File: src/rtl/axi_reg_slice_pkg.sv
// Shared types and widths for the AXI4 register slice.
// Holds the packed payload structs for each channel (aw_t, ar_t, w_t, b_t, r_t),
// the field widths they are built from, and named burst/response encodings.
// No ports; imported by axi_skid_buffer users and the axi_reg_slice top.

package axi_reg_slice_pkg;

    localparam int ADDR_W  = 20;
    localparam int DATA_W  = 32;
    localparam int ID_W    = 8;
    localparam int STRB_W  = DATA_W / 8;
    localparam int LEN_W   = 8;
    localparam int SIZE_W  = 3;
    localparam int BURST_W = 2;
    localparam int CACHE_W = 4;
    localparam int PROT_W  = 3;
    localparam int RESP_W  = 2;

    typedef enum logic [BURST_W-1:0] {
        BURST_FIXED = 2'b00,
        BURST_INCR  = 2'b01,
        BURST_WRAP  = 2'b10
    } burst_e;

    typedef enum logic [RESP_W-1:0] {
        RESP_OKAY   = 2'b00,
        RESP_EXOKAY = 2'b01,
        RESP_SLVERR = 2'b10,
        RESP_DECERR = 2'b11
    } resp_e;

    // Burst and response fields are plain vectors rather than the enums above so
    // that every encoding, including the reserved burst value, passes through
    // bit-exact.
    typedef struct packed {
        logic [ID_W-1:0]    id;
        logic [ADDR_W-1:0]  addr;
        logic [LEN_W-1:0]   len;
        logic [SIZE_W-1:0]  size;
        logic [BURST_W-1:0] burst;
        logic               lock;
        logic [CACHE_W-1:0] cache;
        logic [PROT_W-1:0]  prot;
    } aw_t;

    typedef struct packed {
        logic [ID_W-1:0]    id;
        logic [ADDR_W-1:0]  addr;
        logic [LEN_W-1:0]   len;
        logic [SIZE_W-1:0]  size;
        logic [BURST_W-1:0] burst;
        logic               lock;
        logic [CACHE_W-1:0] cache;
        logic [PROT_W-1:0]  prot;
    } ar_t;

    typedef struct packed {
        logic [DATA_W-1:0] data;
        logic [STRB_W-1:0] strb;
        logic              last;
    } w_t;

    typedef struct packed {
        logic [ID_W-1:0]   id;
        logic [RESP_W-1:0] resp;
    } b_t;

    typedef struct packed {
        logic [ID_W-1:0]   id;
        logic [DATA_W-1:0] data;
        logic [RESP_W-1:0] resp;
        logic              last;
    } r_t;

endpackage

File: src/rtl/axi_skid_buffer.sv
// Generic two-entry skid stage for one valid/ready channel.
// Ports:
//   clk, areset_n        clock, synchronous active-low reset
//   in_valid/in_ready    upstream handshake; in_ready is a flop output
//   in_data              upstream payload of type T
//   out_valid/out_ready  downstream handshake; out_valid is a flop output
//   out_data             downstream payload, driven straight from a register
// Handshake: a beat transfers on any rising clk where valid && ready. Once a
// stage raises out_valid it holds out_valid and out_data until out_ready is seen.

module axi_skid_buffer #(
    parameter type T = logic
) (
    input  logic clk,
    input  logic areset_n,
    input  logic in_valid,
    output logic in_ready,
    input  T     in_data,
    output logic out_valid,
    input  logic out_ready,
    output T     out_data
);

    logic out_valid_q, out_valid_d;
    logic skid_valid_q, skid_valid_d;
    logic in_ready_q, in_ready_d;
    T     out_data_q, out_data_d;
    T     skid_data_q, skid_data_d;

    logic accept;
    logic drain;

    assign accept = in_valid && in_ready_q;
    assign drain  = out_valid_q && out_ready;

    always_comb begin
        out_valid_d  = out_valid_q;
        out_data_d   = out_data_q;
        skid_valid_d = skid_valid_q;
        skid_data_d  = skid_data_q;
        if (skid_valid_q) begin
            // in_ready is low while skid is full, so only a drain can happen.
            if (drain) begin
                out_data_d   = skid_data_q;
                skid_valid_d = 1'b0;
            end
        end else if (accept) begin
            if (!out_valid_q || drain) begin
                // Main is empty or emptying this cycle: reload it, no bubble.
                out_valid_d = 1'b1;
                out_data_d  = in_data;
            end else begin
                skid_valid_d = 1'b1;
                skid_data_d  = in_data;
            end
        end else if (drain) begin
            out_valid_d = 1'b0;
        end
        in_ready_d = !skid_valid_d;
    end

    always_ff @(posedge clk) begin
        if (!areset_n) begin
            out_valid_q  <= 1'b0;
            skid_valid_q <= 1'b0;
            in_ready_q   <= 1'b0;
        end else begin
            out_valid_q  <= out_valid_d;
            skid_valid_q <= skid_valid_d;
            in_ready_q   <= in_ready_d;
        end
    end

    // Payload registers carry no reset; they are only observed under a valid.
    always_ff @(posedge clk) begin
        out_data_q  <= out_data_d;
        skid_data_q <= skid_data_d;
    end

    assign in_ready  = in_ready_q;
    assign out_valid = out_valid_q;
    assign out_data  = out_data_q;

endmodule

File: src/rtl/axi_reg_slice.sv
// Full AXI4 register slice: one skid stage on each of AW, W, AR (manager to
// subordinate) and B, R (subordinate to manager). Every output is a flop, one
// cycle of forward latency, one beat per cycle per channel sustained.
// Ports:
//   clk, areset_n      single clock, synchronous active-low reset
//   s_aw*/s_w*/s_ar*   manager-side request channels (payload/valid in, ready out)
//   s_b*/s_r*          manager-side response channels (payload/valid out, ready in)
//   m_aw*/m_w*/m_ar*   subordinate-side request channels (payload/valid out, ready in)
//   m_b*/m_r*          subordinate-side response channels (payload/valid in, ready out)

module axi_reg_slice
    import axi_reg_slice_pkg::*;
#(
    parameter  int AddrWidth = ADDR_W,
    parameter  int DataWidth = DATA_W,
    parameter  int IdWidth   = ID_W,
    localparam int StrbWidth = DataWidth / 8
) (
    input  logic                 clk,
    input  logic                 areset_n,
    // manager-side AW
    input  logic [IdWidth-1:0]   s_awid_i,
    input  logic [AddrWidth-1:0] s_awaddr_i,
    input  logic [7:0]           s_awlen_i,
    input  logic [2:0]           s_awsize_i,
    input  logic [1:0]           s_awburst_i,
    input  logic                 s_awlock_i,
    input  logic [3:0]           s_awcache_i,
    input  logic [2:0]           s_awprot_i,
    input  logic                 s_awvalid_i,
    output logic                 s_awready_o,
    // manager-side W
    input  logic [DataWidth-1:0] s_wdata_i,
    input  logic [StrbWidth-1:0] s_wstrb_i,
    input  logic                 s_wlast_i,
    input  logic                 s_wvalid_i,
    output logic                 s_wready_o,
    // manager-side B
    output logic [IdWidth-1:0]   s_bid_o,
    output logic [1:0]           s_bresp_o,
    output logic                 s_bvalid_o,
    input  logic                 s_bready_i,
    // manager-side AR
    input  logic [IdWidth-1:0]   s_arid_i,
    input  logic [AddrWidth-1:0] s_araddr_i,
    input  logic [7:0]           s_arlen_i,
    input  logic [2:0]           s_arsize_i,
    input  logic [1:0]           s_arburst_i,
    input  logic                 s_arlock_i,
    input  logic [3:0]           s_arcache_i,
    input  logic [2:0]           s_arprot_i,
    input  logic                 s_arvalid_i,
    output logic                 s_arready_o,
    // manager-side R
    output logic [IdWidth-1:0]   s_rid_o,
    output logic [DataWidth-1:0] s_rdata_o,
    output logic [1:0]           s_rresp_o,
    output logic                 s_rlast_o,
    output logic                 s_rvalid_o,
    input  logic                 s_rready_i,
    // subordinate-side AW
    output logic [IdWidth-1:0]   m_awid_o,
    output logic [AddrWidth-1:0] m_awaddr_o,
    output logic [7:0]           m_awlen_o,
    output logic [2:0]           m_awsize_o,
    output logic [1:0]           m_awburst_o,
    output logic                 m_awlock_o,
    output logic [3:0]           m_awcache_o,
    output logic [2:0]           m_awprot_o,
    output logic                 m_awvalid_o,
    input  logic                 m_awready_i,
    // subordinate-side W
    output logic [DataWidth-1:0] m_wdata_o,
    output logic [StrbWidth-1:0] m_wstrb_o,
    output logic                 m_wlast_o,
    output logic                 m_wvalid_o,
    input  logic                 m_wready_i,
    // subordinate-side B
    input  logic [IdWidth-1:0]   m_bid_i,
    input  logic [1:0]           m_bresp_i,
    input  logic                 m_bvalid_i,
    output logic                 m_bready_o,
    // subordinate-side AR
    output logic [IdWidth-1:0]   m_arid_o,
    output logic [AddrWidth-1:0] m_araddr_o,
    output logic [7:0]           m_arlen_o,
    output logic [2:0]           m_arsize_o,
    output logic [1:0]           m_arburst_o,
    output logic                 m_arlock_o,
    output logic [3:0]           m_arcache_o,
    output logic [2:0]           m_arprot_o,
    output logic                 m_arvalid_o,
    input  logic                 m_arready_i,
    // subordinate-side R
    input  logic [IdWidth-1:0]   m_rid_i,
    input  logic [DataWidth-1:0] m_rdata_i,
    input  logic [1:0]           m_rresp_i,
    input  logic                 m_rlast_i,
    input  logic                 m_rvalid_i,
    output logic                 m_rready_o
);

    aw_t aw_in, aw_out;
    w_t  w_in,  w_out;
    b_t  b_in,  b_out;
    ar_t ar_in, ar_out;
    r_t  r_in,  r_out;

    // Port bundles map onto the package structs field-for-field, in struct order.
    assign aw_in = {s_awid_i, s_awaddr_i, s_awlen_i, s_awsize_i, s_awburst_i,
                    s_awlock_i, s_awcache_i, s_awprot_i};
    assign {m_awid_o, m_awaddr_o, m_awlen_o, m_awsize_o, m_awburst_o,
            m_awlock_o, m_awcache_o, m_awprot_o} = aw_out;

    assign w_in = {s_wdata_i, s_wstrb_i, s_wlast_i};
    assign {m_wdata_o, m_wstrb_o, m_wlast_o} = w_out;

    assign b_in = {m_bid_i, m_bresp_i};
    assign {s_bid_o, s_bresp_o} = b_out;

    assign ar_in = {s_arid_i, s_araddr_i, s_arlen_i, s_arsize_i, s_arburst_i,
                    s_arlock_i, s_arcache_i, s_arprot_i};
    assign {m_arid_o, m_araddr_o, m_arlen_o, m_arsize_o, m_arburst_o,
            m_arlock_o, m_arcache_o, m_arprot_o} = ar_out;

    assign r_in = {m_rid_i, m_rdata_i, m_rresp_i, m_rlast_i};
    assign {s_rid_o, s_rdata_o, s_rresp_o, s_rlast_o} = r_out;

    axi_skid_buffer #(.T(aw_t)) u_aw (
        .clk       (clk),
        .areset_n  (areset_n),
        .in_valid  (s_awvalid_i),
        .in_ready  (s_awready_o),
        .in_data   (aw_in),
        .out_valid (m_awvalid_o),
        .out_ready (m_awready_i),
        .out_data  (aw_out)
    );

    axi_skid_buffer #(.T(w_t)) u_w (
        .clk       (clk),
        .areset_n  (areset_n),
        .in_valid  (s_wvalid_i),
        .in_ready  (s_wready_o),
        .in_data   (w_in),
        .out_valid (m_wvalid_o),
        .out_ready (m_wready_i),
        .out_data  (w_out)
    );

    // Response stages run subordinate -> manager.
    axi_skid_buffer #(.T(b_t)) u_b (
        .clk       (clk),
        .areset_n  (areset_n),
        .in_valid  (m_bvalid_i),
        .in_ready  (m_bready_o),
        .in_data   (b_in),
        .out_valid (s_bvalid_o),
        .out_ready (s_bready_i),
        .out_data  (b_out)
    );

    axi_skid_buffer #(.T(ar_t)) u_ar (
        .clk       (clk),
        .areset_n  (areset_n),
        .in_valid  (s_arvalid_i),
        .in_ready  (s_arready_o),
        .in_data   (ar_in),
        .out_valid (m_arvalid_o),
        .out_ready (m_arready_i),
        .out_data  (ar_out)
    );

    axi_skid_buffer #(.T(r_t)) u_r (
        .clk       (clk),
        .areset_n  (areset_n),
        .in_valid  (m_rvalid_i),
        .in_ready  (m_rready_o),
        .in_data   (r_in),
        .out_valid (s_rvalid_o),
        .out_ready (s_rready_i),
        .out_data  (r_out)
    );

endmodule

File: config.mk
export PLATFORM = sky130hd
export DESIGN_NAME = axi_reg_slice
export DESIGN_NICKNAME = d
export VERILOG_FILES = /design/src/rtl/axi_reg_slice_pkg.sv /design/src/rtl/axi_skid_buffer.sv /design/src/rtl/axi_reg_slice.sv
export SDC_FILE = /design/constraint.sdc
export NUM_CORES = 1
export LEC_CHECK = 0
export BUFFER_PORTS_ARGS = -buffer_cell sky130_fd_sc_hd__buf_2
export CAP_MARGIN = 20
export CORE_ASPECT_RATIO = 0.6
export CORE_UTILIZATION = 30
export CTS_BUF_LIST = sky130_fd_sc_hd__clkbuf_2 sky130_fd_sc_hd__clkbuf_4 sky130_fd_sc_hd__clkbuf_8
export CTS_CLUSTER_DIAMETER = 30
export DETAILED_ROUTE_END_ITERATION = 10
export SLEW_MARGIN = 20
export SYNTH_ARGS = -nofsm -noshare
export SYNTH_HDL_FRONTEND = slang
export SYNTH_HIERARCHICAL = 1
export SYNTH_SLANG_ARGS = --single-unit
export TNS_END_PERCENT = 50
File: constraint.sdc
create_clock -name clk -period 5.8 [get_ports clk]
set_input_delay 1.16 -clock clk [delete_from_list [all_inputs] [get_ports clk]]
set_output_delay 1.16 -clock clk [all_outputs]
set_load 0.02 [all_outputs]
**After elaboration in Yosys (flattened, before gate mapping)**

Cells that the tools add are included.

- Bits of input ports: 200
- Register bits: 391
- Logic and storage cells: 195

- Bitwise operators: 10
- Reductions and logical operators: 55
- Equality and inequality tests: 10
- Mux-type cells: 55

Operators with widths:

| cell | number |
|---|---|
| $mux 49 | 8 |
| $mux 43 | 4 |
| $mux 37 | 4 |
| $reduce_and 3->1 | 15 |
| $mux 10 | 4 |
| $mux 1 | 35 |
| $reduce_bool 2->1 | 15 |
| $ne 2x2->1 const B | 10 |
| $logic_and 1x1->1 | 10 |
| $logic_not 1->1 | 10 |
| $not 1->1 | 10 |
| $logic_or 1x1->1 | 5 |

**Depth between registers and ports, before layout**

- Depth in word-level cells: 6
- Depth in mapped cells: 4
- Mapped depth without buffers: 3

**By module**

The synthesis kept the hierarchy.

By module, submodules not included:

| module | area an instance (µm²) | instances | cells an instance |
|---|---|---|---|
| axi_skid_buffer at u_ar ... | 3,912.5 | 2 | 167 |
| axi_skid_buffer at u_r | 3,348.2 | 1 | 148 |
| axi_skid_buffer at u_w | 2,839.0 | 1 | 130 |
| axi_skid_buffer at u_b | 850.8 | 1 | 45 |

**Least setup slack after synthesis**

Ideal clock, no wire load.

- Path type: in2reg
- From: input port s_arvalid_i
- To: register u_ar/skid_data_q[0] in the netlist's numbering (enable)
- Setup time: 527 ps
- Buffers on the path: 0
- Setup slack: 368 ps
- Arrival time: 4,905 ps
- Stages on the path: 2
- Path through: nand3b_1 -> nor3b_1

- Cells in the longest elaborated chain, start to end: 2

Ends and longest elaborated chain:

| item | RTL line | text |
|---|---|---|
| from (decl) | axi_reg_slice.sv:52 | `input logic s_arvalid_i,` |
| $logic_and 1x1->1 | axi_skid_buffer.sv:33 | `assign accept = in_valid && in_ready_q;` |
| $reduce_and 3->1 (no source line) | -- |  |
| to (signal assigned) | axi_skid_buffer.sv:77 | `skid_data_q <= skid_data_d;` |
| to (decl) | axi_skid_buffer.sv:28 | `T skid_data_q, skid_data_d;` |

Every way passes these cells.
A chain may end at the register's enable or synchronous reset.

**Worst setup path in the final report**

- From: register u_w.skid_valid_q
- To: register u_w.out_data_q, in the netlist u_w/out_data[36] (enable)

- Cells in the longest elaborated chain, start to end: 2

Ends and longest elaborated chain:

| item | RTL line | text |
|---|---|---|
| from (decl) | axi_skid_buffer.sv:25 | `logic skid_valid_q, skid_valid_d;` |
| from (signal assigned) | axi_skid_buffer.sv:69 | `skid_valid_q <= skid_valid_d;` |
| $ne 2x2->1 (no source line) / $reduce_bool 2->1 (equally long branches) | -- |  |
| $reduce_and 3->1 (no source line) * | -- |  |
| to (signal assigned) | axi_skid_buffer.sv:76 | `out_data_q <= out_data_d;` |
| to (decl) | axi_skid_buffer.sv:27 | `T out_data_q, out_data_d;` |

Every way passes the cells marked *; elsewhere a longest branch is shown, timed or not.

==> impl_metrics.csv <==
group,metric,value,unit
power_and_ir_drop,p_clk_share,44.7,%
power_and_ir_drop,netSwitchingFraction,22.3,%
floorplanning,core_area,0.0483,sq mm
synth,yosys-top-cells-area,"edfxtp_1, mux2_4, mux2_2",
layout,final_cell_mix,"buf_2, edfxtp_1, mux2_4",
power_and_ir_drop,p_leak,7.29,nW
clock_network,cts_tree,"built",
global_routing,grtUsageMet1,15.3,%
layout,finalNetCount,1317,
global_routing,antenna_found_initial,7,
placement,dpl.hpwl,21500,um
drt,wire_per_inst,17.3,um
global_routing,busiest_layer,"met2",
layout,fin_area,0.0191,sq mm
layout,area_growth,28.7,%
global_routing,grt_max_degree,54,
critical_path,path_class,"flip-flop to flip-flop",
synth,synth_top_area_share,76.0,%
power_and_ir_drop,combPwrFrac,6.7,%
global_routing,use_met2,19.0,%
clock_network,post_cts_resized,0,
clock_network,cts_root_buf,"clkbuf_8",
layout,fillers,4437,
clock_network,clock_path_buffers,3,
placement,place_congestion,0.775,
synth,syn_nets,857,
synth,syn-cell-area,0.0149,sq mm
sta,finalMaxSlewViolations,0,
min_path,hold_path_class,"flip-flop to flip-flop",
synth,synth_area_per_cell,22.6,sq um
floorplanning,die_h,174,um
power_and_ir_drop,sequentialPowerShare,48.6,%
critical_path,path_cells,"nand2_1 > a22oi_2 > buf_4",
power_and_ir_drop,vdd_drop_max,0.179,mV
floorplanning,chipWidth,289,um
drt,wl,31500,um
critical_path,start_kind,"flip-flop",
synth,synth.distinct_cells,21,
drt,drcViolationCount,0,
drt,drtIter0Drc,340,
synth,syn_inst,657,
power_and_ir_drop,powerDensity,349,mW/mm^2
global_routing,grtUsageMet3,4.34,%
synth,ys_seq_area_share,78.0,%
global_routing,overflow,0,
drt,via_per_inst,4.23,
sta,maxSlewHeadroom,32.2,%
clock_network,cts_setup_buffers,0,
global_routing,grt_pass1_vias,7978,
job,maxCapViolCount,0,
critical_path,critical_path.top_delay_family,"flip-flops",
critical_path,critPathSlowestCell,"dfxtp_2",
layout,postLayoutCoreUtil,39.6,%
layout,final_common_cell,"buf_2",
synth,yosysWarnings,6,
critical_path,cpPeakStageDelay,0.98,ns
placement,place_area,0.0174,sq mm
clock_network,clkSlewWorstSetupHoldPaths,0.07,ns
clock_network,htree_levels,3,
drt,vias,7691,
clock_network,clock_sinks,391,
outcome,status,"complete, no violations",
floorplanning,rows,62,
sta,setup_tns,0,ns
critical_path,cp.required,6.07,ns
sta,hold_viol_final,0,
sta,rsz0062_at_grt,"false",
power_and_ir_drop,p_switching,1.49,mW
global_routing,grt_usage,12.1,%
synth,ys_ff_latch,391,
sta,max_freq,364,MHz
floorplanning,die_area,0.0505,sq mm
floorplanning,start_util,30.8,%
layout,drive_above_1_share,62.4,%
critical_path,cp.arrival,3.01,ns
critical_path,crit_path_max_fanout,41,
critical_path,critical_path_buf_inv_count,1,
synth,synth_area_leader_cell,"edfxtp_1",
global_routing,grt_pass1_wl,46200,um
clock_network,cts_hold_buf,0,
clock_network,cts_buffers,73,
sta,setup_viol,0,
power_and_ir_drop,internal_power,5.19,mW
drt,ant_nets,0,
sta,period_needed,2.74,ns
sta,clock_skew,0.0313,ns
placement,numPortBuffers,397,
sta,min_period_over_period,47.3,%
sta,tightest_slew,1.02,ns
drt,first_pass_iters,5,
floorplanning,ioPinCount,398,
critical_path,endpoint_kind,"flip-flop",
clock_network,clk_latency,0.60,ns
cell usage after synthesis, drive strengths merged:
master	count
a21boi	5
a21oi	5
a22oi	5
a31oi	5
and2	5
buf	23
dfxtp	15
edfxtp	376
inv	5
mux2	188
nand2	5
nand3b	5
nor2b	5
nor3b	5
o21ai	5
logic make-up after synthesis:
logic type,after synthesis,synth area share (%)
DFF,391,78.0
muxes,188,17.4
buffers and inverters,28,2.42
AOI/OAI and AO/OA,25,1.05
and+or+nand+nor,25,1.17
through the flow:
step	hold WS [ns]	std cells	worst slack, ns	total power [mW]
2_1_floorplan	0.523	657	0.368	3.57
3_3_place_gp	0.528	1681	2.87	3.75
3_5_place_dp	0.534	1681	2.88	3.76
4_1_cts	0.533	1815	3.05	6.80
5_1_grt	0.548	1818	2.82	6.95
6_report	0.534	1818	3.06	6.68
layer usage:
layer / wire [um] / vias to the layer above
li1: - / 3553
met3: 2190 / 79
met1: 13600 / 3788
met5: 22 / -
met4: 830 / 4
met2: 14800 / 267
area by class of cell:
type,count,area (sq um),share of cell area [%]
Sequential cell,391,11600,60.6
Antenna cell,2,5.00,0.0262
Clock inverter,42,489,2.56
Clock buffer,92,1180,6.19
Timing Repair Buffer,408,2070,10.8
Inverter,5,18.8,0.0981
Tap cell,640,801,4.19
Multi-Input combinational cell,238,2960,15.5
path summary, 6_finish.rpt:
kind | start | end | slack (ns) | cells after the start
worst max-delay path | u_w/skid_valid_q$_SDFF_PN0_ | u_w/out_data[36]$_DFFE_PP_ | 3.06 | 3
worst min-delay path | u_ar/skid_data_q[36]$_DFFE_PP_ | u_ar/out_data[36]$_DFFE_PP_ | 0.53 | 1
worst max register to register | u_w/skid_valid_q$_SDFF_PN0_ | u_w/out_data[36]$_DFFE_PP_ | 3.06 | 3
worst min register to register | u_ar/skid_data_q[36]$_DFFE_PP_ | u_ar/out_data[36]$_DFFE_PP_ | 0.53 | 1
registers in the layout (all words and copies together), names as in the netlist, 10 cells and up:
signal	flops
u_ar/out_data	49
u_ar/skid_data_q	49
u_aw/out_data	49
u_aw/skid_data_q	49
u_b/out_data	10
u_b/skid_data_q	10
u_r/out_data	43
u_r/skid_data_q	43
u_w/out_data	37
u_w/skid_data_q	37
worst reg2reg max path: cells and delay by family, from the launching register on:
| kind | cells | cell delay (ns) |
|---|---|---|
| DFF | 1 | 0.98 |
| buffers and inverters | 1 | 0.43 |
| and+or+nand+nor | 1 | 0.18 |
| AOI/OAI and AO/OA | 1 | 0.82 |
power by group through the flow:
stage | logic [mW] | registers, mW | clock network (mW)
floorplan | 0.175 | 3.39 | 0
global placement | 0.444 | 3.31 | 0
detailed placement | 0.453 | 3.31 | 0
CTS | 0.453 | 3.25 | 3.10
global route | 0.479 | 3.26 | 3.22
finish | 0.446 | 3.25 | 2.99
No activity file was read; power rests on OpenSTA's default activity.
